### src/rtl/alu_addsub_seq.sv
// Multi-cycle add/subtract sequencer. One shared adder slice is evaluated per cycle,
// least-significant slice first, with the carry chained through a register.

module adder_16bit #(
    parameter int W = 16
) (
    input  logic [W-1:0] a,
    input  logic [W-1:0] b,
    input  logic         cin,
    output logic [W-1:0] sum,
    output logic         cout
);
    assign {cout, sum} = {1'b0, a} + {1'b0, b} + {{W{1'b0}}, cin};
endmodule

// state | meaning
// IDLE  | waiting for a request; in_ready high
// RUN   | one slice added per cycle, index idx
// DONE  | result and flags presented until out_ready
module alu_addsub_seq #(
    parameter int WIDTH = 64,
    parameter int SLICE = 16
) (
    input  logic             clk,
    input  logic             rst_n,
    input  logic             in_valid,
    output logic             in_ready,
    input  logic [WIDTH-1:0] a,
    input  logic [WIDTH-1:0] b,
    input  logic             sub,
    output logic             out_valid,
    input  logic             out_ready,
    output logic [WIDTH-1:0] result,
    output logic             cout,
    output logic             overflow,
    output logic             zero
);
    localparam int NSLICE = WIDTH / SLICE;
    localparam int IDXW   = (NSLICE > 1) ? $clog2(NSLICE) : 1;
    localparam logic [IDXW-1:0] LAST = IDXW'(NSLICE - 1);

    typedef enum logic [1:0] {IDLE, RUN, DONE} state_t;

    state_t            state;
    logic [WIDTH-1:0]  a_r;
    logic [WIDTH-1:0]  b_r;
    logic              carry;
    logic [IDXW-1:0]   idx;

    logic [SLICE-1:0]  a_s;
    logic [SLICE-1:0]  b_s;
    logic [SLICE-1:0]  s_sum;
    logic              s_cout;
    logic [WIDTH-1:0]  nres;

    // Slice operands come only from the registered copies, never from the ports.
    always_comb begin
        a_s  = '0;
        b_s  = '0;
        nres = result;
        for (int i = 0; i < NSLICE; i++) begin
            if (idx == IDXW'(i)) begin
                a_s = a_r[i*SLICE +: SLICE];
                b_s = b_r[i*SLICE +: SLICE];
                nres[i*SLICE +: SLICE] = s_sum;
            end
        end
    end

    adder_16bit #(.W(SLICE)) u_slice (
        .a    (a_s),
        .b    (b_s),
        .cin  (carry),
        .sum  (s_sum),
        .cout (s_cout)
    );

    always_ff @(posedge clk or negedge rst_n) begin
        if (!rst_n) begin
            state    <= IDLE;
            a_r      <= '0;
            b_r      <= '0;
            carry    <= 1'b0;
            idx      <= '0;
            result   <= '0;
            cout     <= 1'b0;
            overflow <= 1'b0;
            zero     <= 1'b0;
        end else begin
            case (state)
                IDLE: begin
                    if (in_valid) begin
                        a_r   <= a;
                        b_r   <= sub ? ~b : b;
                        carry <= sub;
                        idx   <= '0;
                        state <= RUN;
                    end
                end
                RUN: begin
                    result <= nres;
                    carry  <= s_cout;
                    if (idx == LAST) begin
                        idx      <= '0;
                        cout     <= s_cout;
                        // b_r holds the effective (possibly inverted) operand, so this covers sub too
                        overflow <= (a_r[WIDTH-1] == b_r[WIDTH-1]) &&
                                    (nres[WIDTH-1] != a_r[WIDTH-1]);
                        zero     <= (nres == '0);
                        state    <= DONE;
                    end else begin
                        idx <= idx + 1'b1;
                    end
                end
                DONE: begin
                    if (out_ready) state <= IDLE;
                end
                default: state <= IDLE;
            endcase
        end
    end

    assign in_ready  = (state == IDLE);
    assign out_valid = (state == DONE);

endmodule
### config.mk
export PLATFORM = sky130hd
export DESIGN_NAME = alu_addsub_seq
export DESIGN_NICKNAME = d
export VERILOG_FILES = /design/src/rtl/alu_addsub_seq.sv
export SDC_FILE = /design/constraint.sdc
export NUM_CORES = 1
export LEC_CHECK = 0
export CAP_MARGIN = 10
export CELL_PAD_IN_SITES_DETAIL_PLACEMENT = 0
export CELL_PAD_IN_SITES_GLOBAL_PLACEMENT = 2
export CORE_MARGIN = 1
export CORE_UTILIZATION = 32
export CTS_CLUSTER_SIZE = 12
export DETAILED_ROUTE_END_ITERATION = 8
export PLACE_DENSITY = 0.76
export SETUP_SLACK_MARGIN = 0.15
export SKIP_CTS_REPAIR_TIMING = 1
export SLEW_MARGIN = 10
export SYNTH_ARGS = -nofsm -noshare
export SYNTH_HDL_FRONTEND = slang
export SYNTH_SLANG_ARGS = --single-unit
### constraint.sdc
create_clock -name clk -period 5.8 [get_ports clk]
set_clock_uncertainty 0.05 [all_clocks]
set_input_delay 0.87 -clock clk [delete_from_list [all_inputs] [get_ports clk]]
set_output_delay 0.87 -clock clk [all_outputs]
set_load 0.01 [all_outputs]
==> reports/qor.yml, run 1 <==
floorplan:
  core_um2: 31640
  io_pins: 202
  die_height_um: 181.6
  die-area_um2: 32970
  placementRows: 65
  die_w_um: 181.6
  floorplan.initialDensity: 0.3262
logic_synthesis:
  synthesis.area_um2: 10320
  synth_fp_nets: 1233
  synthXorXnorAreaFrac: 0.06863
  synthCells: 1079
  synth-simple-area-share: 0.1322
  synth_top_family_by_area: "compound AO/OA/AOI/OAI gates"
  synth_top_area_share: 0.4850
  yosysWarningCount: 0
  synth_edf_count: 0
  synth_top_area_cell: "dfrtp_1"
  synth_cell_types: 67
  syn_avg_cell_area_um2: 9.563
  synth-compound-area-share: 0.1790
  async_flop_share: 1.000
  yosysSeqAreaShare: 0.4850
  synth_mux_area_frac: 0.07287
  synth-seq-cells: 200
  synthAdderAreaFrac: 0.02692
  synthFlopType: "dfrtp_1"
  synthTopCellsByArea: "dfrtp_1 (49%), mux2_2 (7.0%), a21oi_1 (6.5%), xnor2_1 (6.0%), o21ai_0 (5.1%)"
cells_and_area:
  mostFrequentLayoutCells: "dfrtp_1 (200), clkdlybuf4s50_1 (199), a21oi_1 (135)"
  final_common_cell: "dfrtp_1"
  nNetsFinal: 1394
  stdcell_count: 1655
  area_growth_pct: 28.85
  diodes: 0
  utilization: 0.4202
  drive_gt1_frac: 0.1077
  finalInstanceArea_um2: 13300
detailed_routing:
  dr_total_vias: 8514
  drc: 0
  firstDrtPassIters: 5
  ant_nets: 0
  detail_route.vias_per_cell: 5.144
  routed_wl_um: 32860
  post_drt_wl_per_cell_um: 19.86
  drt_iter0_drc: 608
setup_path:
  critPathMaxFanout: 27
  critPathLaunchType: "flop"
  worstPathArrival_ps: 5380
  max_stage_delay_ps: 550
  worst_path_dominant_cell_family: "simple AND/OR/NAND/NOR gates"
  criticalPathCategory: "flop to flop"
  cp_slowest_cell: "nor4_1"
  crit_buf_inv: 3
  worst_setup_path_end_kind: "flop"
  path_cells: "inv_1, ha_1, buf_4, and3_1, a21oi_1, nor2_1, a21oi_1, o21ai_0, ha_1, inv_1, o221ai_2, a2111oi_4, nor4_1, or2_1, a31oi_1, and4b_1, o21ba_1"
  cp.required_ps: 6130
placed_design:
  dpl_cell_area_um2: 12690
  hpwl_um: 24060
  numPlacedInstances: 1623
  port_buffers: 201
  routabilityCongestion: 0.8023
timing:
  drv_slew: 0
  fin_crit_sh: 0.8707
  worst_pin_slew_ps: 1077
  setup-violations-final: 0
  relSlewSlack: 0.2819
  hold_viol: 0
  tns_ps: 0
  maxClockFrequency_mhz: 198.0
  rsz0062_at_grt: "false"
  fin_crit_ps: 5050
clocking:
  cts_max_path_buffers: 2
  worstSkewPairLatency_ps: 440
  cts_tree: "done"
  cts_num_sinks: 200
  ctsRootBufferMaster: "clkbuf_16"
  numCtsBuffers: 17
  htreeDepth: 4
  clk_pin_slew_ps: 80
global_route:
  grt_pass1_vias: 8463
  grt_max_degree: 124
  grt_overflow: 0
  grt.total_usage: 0.2027
  antenna_found_initial: 0
  grt_pass1_wl_um: 50720
status:
  status: "finished, final reports clean"
flow_run:
  maxCapViolCount: 0
hold_path:
  min_path_type: "input port to async pin"
## path summary, 6_finish.rpt
path / cells past startpoint / slack, ps / to / from
min in group clk: 2 / 430 / result[48] / result[48]
max in group asynchronous: 2 / 4200 / b_r[57] / rst_n
setup / recovery: 17 / 750 / zero / idx[0]
setup reg to reg: 17 / 750 / zero / idx[0]
hold reg to reg: 2 / 430 / result[48] / result[48]
hold / removal: 1 / 400 / result[10] / rst_n
## Yosys cell counts (all sizes together), types with 12 or more instances
cell      n
inv      18
mux2     65
xnor2    72
buf      19
nor4     14
o21ai   110
clkbuf   56
nor2    112
and3     31
dfrtp   200
nand2   110
nor3     12
ha       19
a21oi   138
## worst register-to-register path: cells and delay by family (launching register included)
kind / cells / cell delay [ps]
flops: 1 / 430
fa+ha+maj: 2 / 890
simple gates: 5 / 1550
buf+inv: 3 / 740
compound gates: 7 / 1340
## sequential cells by signal, summed over array words and instances, names as in the netlist
register	count
a_r	64
b_r	64
carry	1
cout	1
idx	2
overflow	1
result	64
state	2
zero	1
## layout make-up
class | instances | area (um2)
clock buffers | 17 | 425.4
clock inverters | 15 | 177.7
fillers | 3126 | 18340
inverters | 18 | 67.56
multi-input cells | 786 | 4959
flip-flops and latches | 200 | 5005
well taps | 402 | 503.0
repair buffers | 217 | 2158
## per-stage QoR
step / setup slack (ps) / hold WS (ps)
global route: 510.0 / 447.5
global placement: 909.3 / 410.7
detailed placement: 856.2 / 420.7
floorplan: 1325 / 418.3
CTS: 830.3 / 424.1
finish: 749.8 / 395.7
## logic make-up (layout without fill, tap and decap cells)
logic type	after synthesis	in the layout
fa+ha+maj	21	21
simple gates	308	308
xor+xnor	77	77
mux	67	67
flops	200	200
compound gates	313	313
buf+inv	93	267
## per-layer routing
layer	vias to the layer above	routed length [um]	global-route usage	share of wire
met4	0	355	0.04000	0.011
li1	4106	-	-	-
met5	-	0	0	0
met2	245	15780	0.3397	0.48
met1	4146	15540	0.2799	0.47
met3	17	1182	0.02728	0.036
Power of run 1 is not shown: default switching activity piles up to over one toggle a cycle in this logic, so the estimate is an artifact.
==> run 2: changes to the inputs <==
- CORE_UTILIZATION: 32 -> 35
- PLACE_DENSITY: 0.76 -> 0.82
- clock period: 5.8 -> 6 ns (I/O delays scaled with it)
==> run 2 against run 1 <==
Effect of this change: sequential cell count stayed put; routed wire length is 4.3% lower; clock-buffer cell count stayed put; cell count is 1.3% lower; via count is 0.48% lower; hold slack worse by 38 ps; final area is 0.44% lower; sequential share of layout area is 0.17 points higher; fmax is 1.5% lower; first-iteration DRC count is 3.8% lower; core utilization is 3.8 points higher; critical path type unchanged.
==> reports/qor.yml, run 2 (same netlist as run 1, synthesis figures left out) <==
floorplan:
  die-area_um2: 30170
  placementRows: 62
  floorplan.initialDensity: 0.3576
  die_w_um: 173.7
  die_height_um: 173.7
  io_pins: 202
  core_um2: 28860
setup_path:
  cp_slowest_cell: "fa_1"
  rrSetupSlack_ps: 870
  path_cells: "inv_1, ha_2, buf_4, nor2b_1, a221o_1, o21ai_0, o21ai_0, fa_1, fa_1, xnor2_1, o2111ai_1, nor3_1, o2111ai_1, a2111o_1, a2111oi_2, and4b_1, o21ba_1"
  rr_startpoint: "idx[1]"
  max_stage_delay_ps: 500
  critPathMaxFanout: 29
  timing.rr.end: "zero"
  worst_setup_path_end_kind: "flop"
  critPathLaunchType: "flop"
  cp.required_ps: 6320
  ff2ff_path_depth: 17
  worstPathArrival_ps: 5450
  criticalPathCategory: "flop to flop"
cells_and_area:
  mostFrequentLayoutCells: "dfrtp_1 (200), clkdlybuf4s50_1 (199), a21oi_1 (135)"
  final_common_cell: "dfrtp_1"
  area_growth_pct: 28.28
  diodes: 0
  multi_input_comb_area_um2: 4959
  ff_latch_area_um2: 5005
  drive_gt1_frac: 0.1056
  fillers: 2791
  nNetsFinal: 1391
  reg_top3: "a_r x64, b_r x64, result x64"
timing:
  rsz0062_at_grt: "false"
  setup-violations-final: 0
  worst_pin_slew_ps: 1075
  drv_slew: 0
  fin_crit_ps: 5127
  whs_ps: 357.8
  tns_ps: 0
  hold_viol: 0
  relSlewSlack: 0.2833
  maxClockFrequency_mhz: 195.0
  fin_crit_sh: 0.8545
placed_design:
  hpwl_um: 23270
  routabilityCongestion: 0.8264
  port_buffers: 201
clocking:
  cts_max_path_buffers: 2
  clk_pin_slew_ps: 90
  worstSkewPairLatency_ps: 440
  ctsRootBufferMaster: "clkbuf_16"
  cts_num_sinks: 200
  cts_tree: "done"
  numCtsBuffers: 17
  htreeDepth: 4
detailed_routing:
  ant_nets: 0
  firstDrtPassIters: 5
  drt_iter0_drc: 585
  post_drt_wl_per_cell_um: 19.24
  routed_wl_um: 31440
  detail_route.vias_per_cell: 5.185
  drc: 0
  dr_total_vias: 8473
global_route:
  grt_overflow: 0
  grt.total_usage: 0.2129
  antenna_found_initial: 0
  grt_pass1_vias: 8299
  grt_pass1_wl_um: 49200
  grt_max_degree: 88
hold_path:
  min_path_type: "input port to async pin"
flow_run:
  maxCapViolCount: 0
status:
  status: "finished, final reports clean"
run 2: cell types whose count changed in the layout (fill, tap and decap cells not counted):
| cell | change |
|---|---|
| clkinv_4 | -1 |
| buf_12 | -1 |
| buf_4 | -2 |
| inv_12 | +1 |
| bufinv_16 | -1 |
| clkinv_8 | +2 |
| inv_8 | -1 |
run 2: worst max-delay path, delay by kind of cell, from the launching register on:
kind,cells,cell delay [ps]
adder cells (fa/ha/maj),3,1440
AO/OA/AOI/OAI,8,1640
XOR/XNOR,1,360
buffers and inverters,2,510
flip-flops,1,430
AND/OR/NAND/NOR,3,620
run 2: worst max path at each step:
stage | cells past startpoint | startpoint | endpoint
after global routing | 17 | idx[1] | zero
after floorplan | 18 | idx[1] | zero
final | 17 | idx[1] | zero
after detailed placement | 16 | idx[1] | zero
after CTS | 16 | idx[1] | zero
after global placement | 16 | idx[1] | zero
run 2: area by class of cell:
class | count | area share
Multi-Input combinational cell | 786 | 0.3746
Tap cell | 384 | 0.03630
Sequential cell | 200 | 0.3781
Clock inverter | 15 | 0.01333
Inverter | 18 | 0.005104
Timing Repair Buffer | 214 | 0.1604
Clock buffer | 17 | 0.03214
run 2: per-layer routing:
layer,share of wire,global-route usage,up-vias
li1,-,-,4112
met1,0.47,0.2980,4082
met2,0.47,0.3429,251
met3,0.042,0.03421,28
met4,0.016,0.05409,0
met5,0,0,-
run 2: stage by stage:
step	util	area [um2]	std cells	worst slack, ps
final	0.4587	13240	1634	872.8
after global routing	0.4587	13240	1634	500.4
after CTS	0.4587	13240	1634	840.7
after detailed placement	0.4378	12630	1602	868.1
after global placement	0.4378	12630	1602	971.0
after floorplan	-	10320	1079	1525
Power of run 2 is left out for the same reason.
==> run 3: changes to the inputs <==
- CELL_PAD_IN_SITES_DETAIL_PLACEMENT: 0 -> 1
- HOLD_SLACK_MARGIN: default -> 0.15
- SLEW_MARGIN: 10 -> 20
==> run 3 against run 2 <==
Effect of this change: die area unchanged; fmax decreased by 2.5%; setup slack worse by 130 ps; via count increased by 1.0%; clock-buffer cell count unchanged; global-route usage increased by 1.1 points; core utilization about the same; sequential cell count did not move; non-clock buffer count unchanged; hold slack worse by 8.1 ps; register-to-register slack worse by 130 ps; critical path depth unchanged.
==> reports/qor.yml, run 3 (same netlist as run 1, synthesis figures left out) <==
placed_design:
  routabilityCongestion: 0.8264
  port_buffers: 201
  hpwl_um: 24460
global_route:
  grt_max_degree: 88
  antenna_found_initial: 0
  grt.total_usage: 0.2241
  grt_pass1_wl_um: 51560
  grt_overflow: 0
  grt_pass1_vias: 8687
detailed_routing:
  detail_route.vias_per_cell: 5.239
  ant_nets: 0
  drt_iter0_drc: 545
  dr_total_vias: 8561
  drc: 0
  post_drt_wl_per_cell_um: 20.17
  firstDrtPassIters: 5
  routed_wl_um: 32950
clocking:
  ctsRootBufferMaster: "clkbuf_16"
  cts_max_path_buffers: 2
  htreeDepth: 4
  worstSkewPairLatency_ps: 450
  cts_num_sinks: 200
  cts_tree: "done"
  clk_pin_slew_ps: 90
  numCtsBuffers: 17
timing:
  relSlewSlack: 0.2679
  hold_viol: 0
  drv_slew: 0
  fin_crit_sh: 0.8768
  maxClockFrequency_mhz: 190.1
  fin_crit_ps: 5261
  setup-violations-final: 0
  rsz0062_at_grt: "false"
  worst_pin_slew_ps: 1098
  tns_ps: 0
flow_run:
  maxCapViolCount: 0
setup_path:
  cp.required_ps: 6330
  rr_startpoint: "idx[1]"
  worst_setup_path_end_kind: "flop"
  critPathMaxFanout: 29
  cp_slowest_cell: "fa_1"
  cp-startpoint: "idx[1]"
  max_stage_delay_ps: 510
  crit_cells: 17
  crit_buf_inv: 2
  path_cells: "inv_1, ha_2, buf_4, nor2b_1, a221o_1, o21ai_0, o21ai_0, fa_1, fa_1, a21oi_2, o21ai_1, xnor2_1, nand2_1, a2111o_1, a2111oi_2, and4b_1, o21ba_1"
  worst_path_dominant_cell_family: "compound AO/OA/AOI/OAI gates"
  ff2ff_path_depth: 17
  worstPathArrival_ps: 5590
  critPathLaunchType: "flop"
  criticalPathCategory: "flop to flop"
cells_and_area:
  ff_latch_area_um2: 5005
  final_common_cell: "dfrtp_1"
  drive_gt1_frac: 0.1056
  reg_top3: "a_r x64, b_r x64, result x64"
  nNetsFinal: 1391
  multi_input_comb_area_um2: 4959
  diodes: 0
  area_growth_pct: 28.26
  fillers: 3274
  mostFrequentLayoutCells: "dfrtp_1 (200), clkdlybuf4s50_1 (199), a21oi_1 (135)"
floorplan:
  die-area_um2: 30170
  die_height_um: 173.7
  core_um2: 28860
  placementRows: 62
  die_w_um: 173.7
  floorplan.initialDensity: 0.3576
  io_pins: 202
status:
  status: "finished, final reports clean"
hold_path:
  min_path_type: "input port to async pin"
## run 3: cell count changes in the layout (fill, tap and decap cells not counted), sizes merged
cell      previous run  this run
clkinv               8         7
clkinvlp             0         1
## run 3: worst register-to-register path, cell delays in order, from the launching register on
cell       delay (ps)
dfrtp_1           430
inv_1             100
ha_2              450
buf_4             420
nor2b_1           140
a221o_1           330
o21ai_0           100
o21ai_0           170
fa_1              510
fa_1              490
a21oi_2           280
o21ai_1           190
xnor2_1           380
nand2_1            90
a2111o_1          440
a2111oi_2         280
and4b_1           240
o21ba_1           110
## run 3: final timing paths
path / to / slack [ps]
max: zero / 740
min: a_r[51] / 350
max reg2reg: zero / 740
min reg2reg: result[48] / 430
max in group asynchronous: result[24] / 4190
min in group clk: result[48] / 430
## run 3: per-stage QoR
step                      std cells  utilization  hold WS (ps)  worst slack (ps)  instance area (um2)
final                          1634       0.4586         349.8             739.2                13240
after global routing           1634       0.4586         393.8             383.7                13240
after CTS                      1634       0.4586         374.9             716.6                13240
after detailed placement       1602       0.4378         424.9             836.8                12630
after global placement         1602       0.4378         413.0             971.0                12630
after floorplan                1079            -         418.3              1525                10320
## run 3: area by class of cell
type,instances,area share
sequential,200,0.3781
multi-input combinational,786,0.3746
timing repair buffer,214,0.1604
tap,384,0.03630
clock buffer,17,0.03214
clock inverter,15,0.01324
inverter,18,0.005105
## run 3: per-layer routing
metal	share of wire	vias to the layer above	track usage
met5	0	-	0
met4	0.017	0	0.05921
met3	0.039	29	0.03399
met2	0.48	214	0.3717
met1	0.46	4232	0.3051
li1	-	4086	-
Power of run 3 is left out for the same reason.
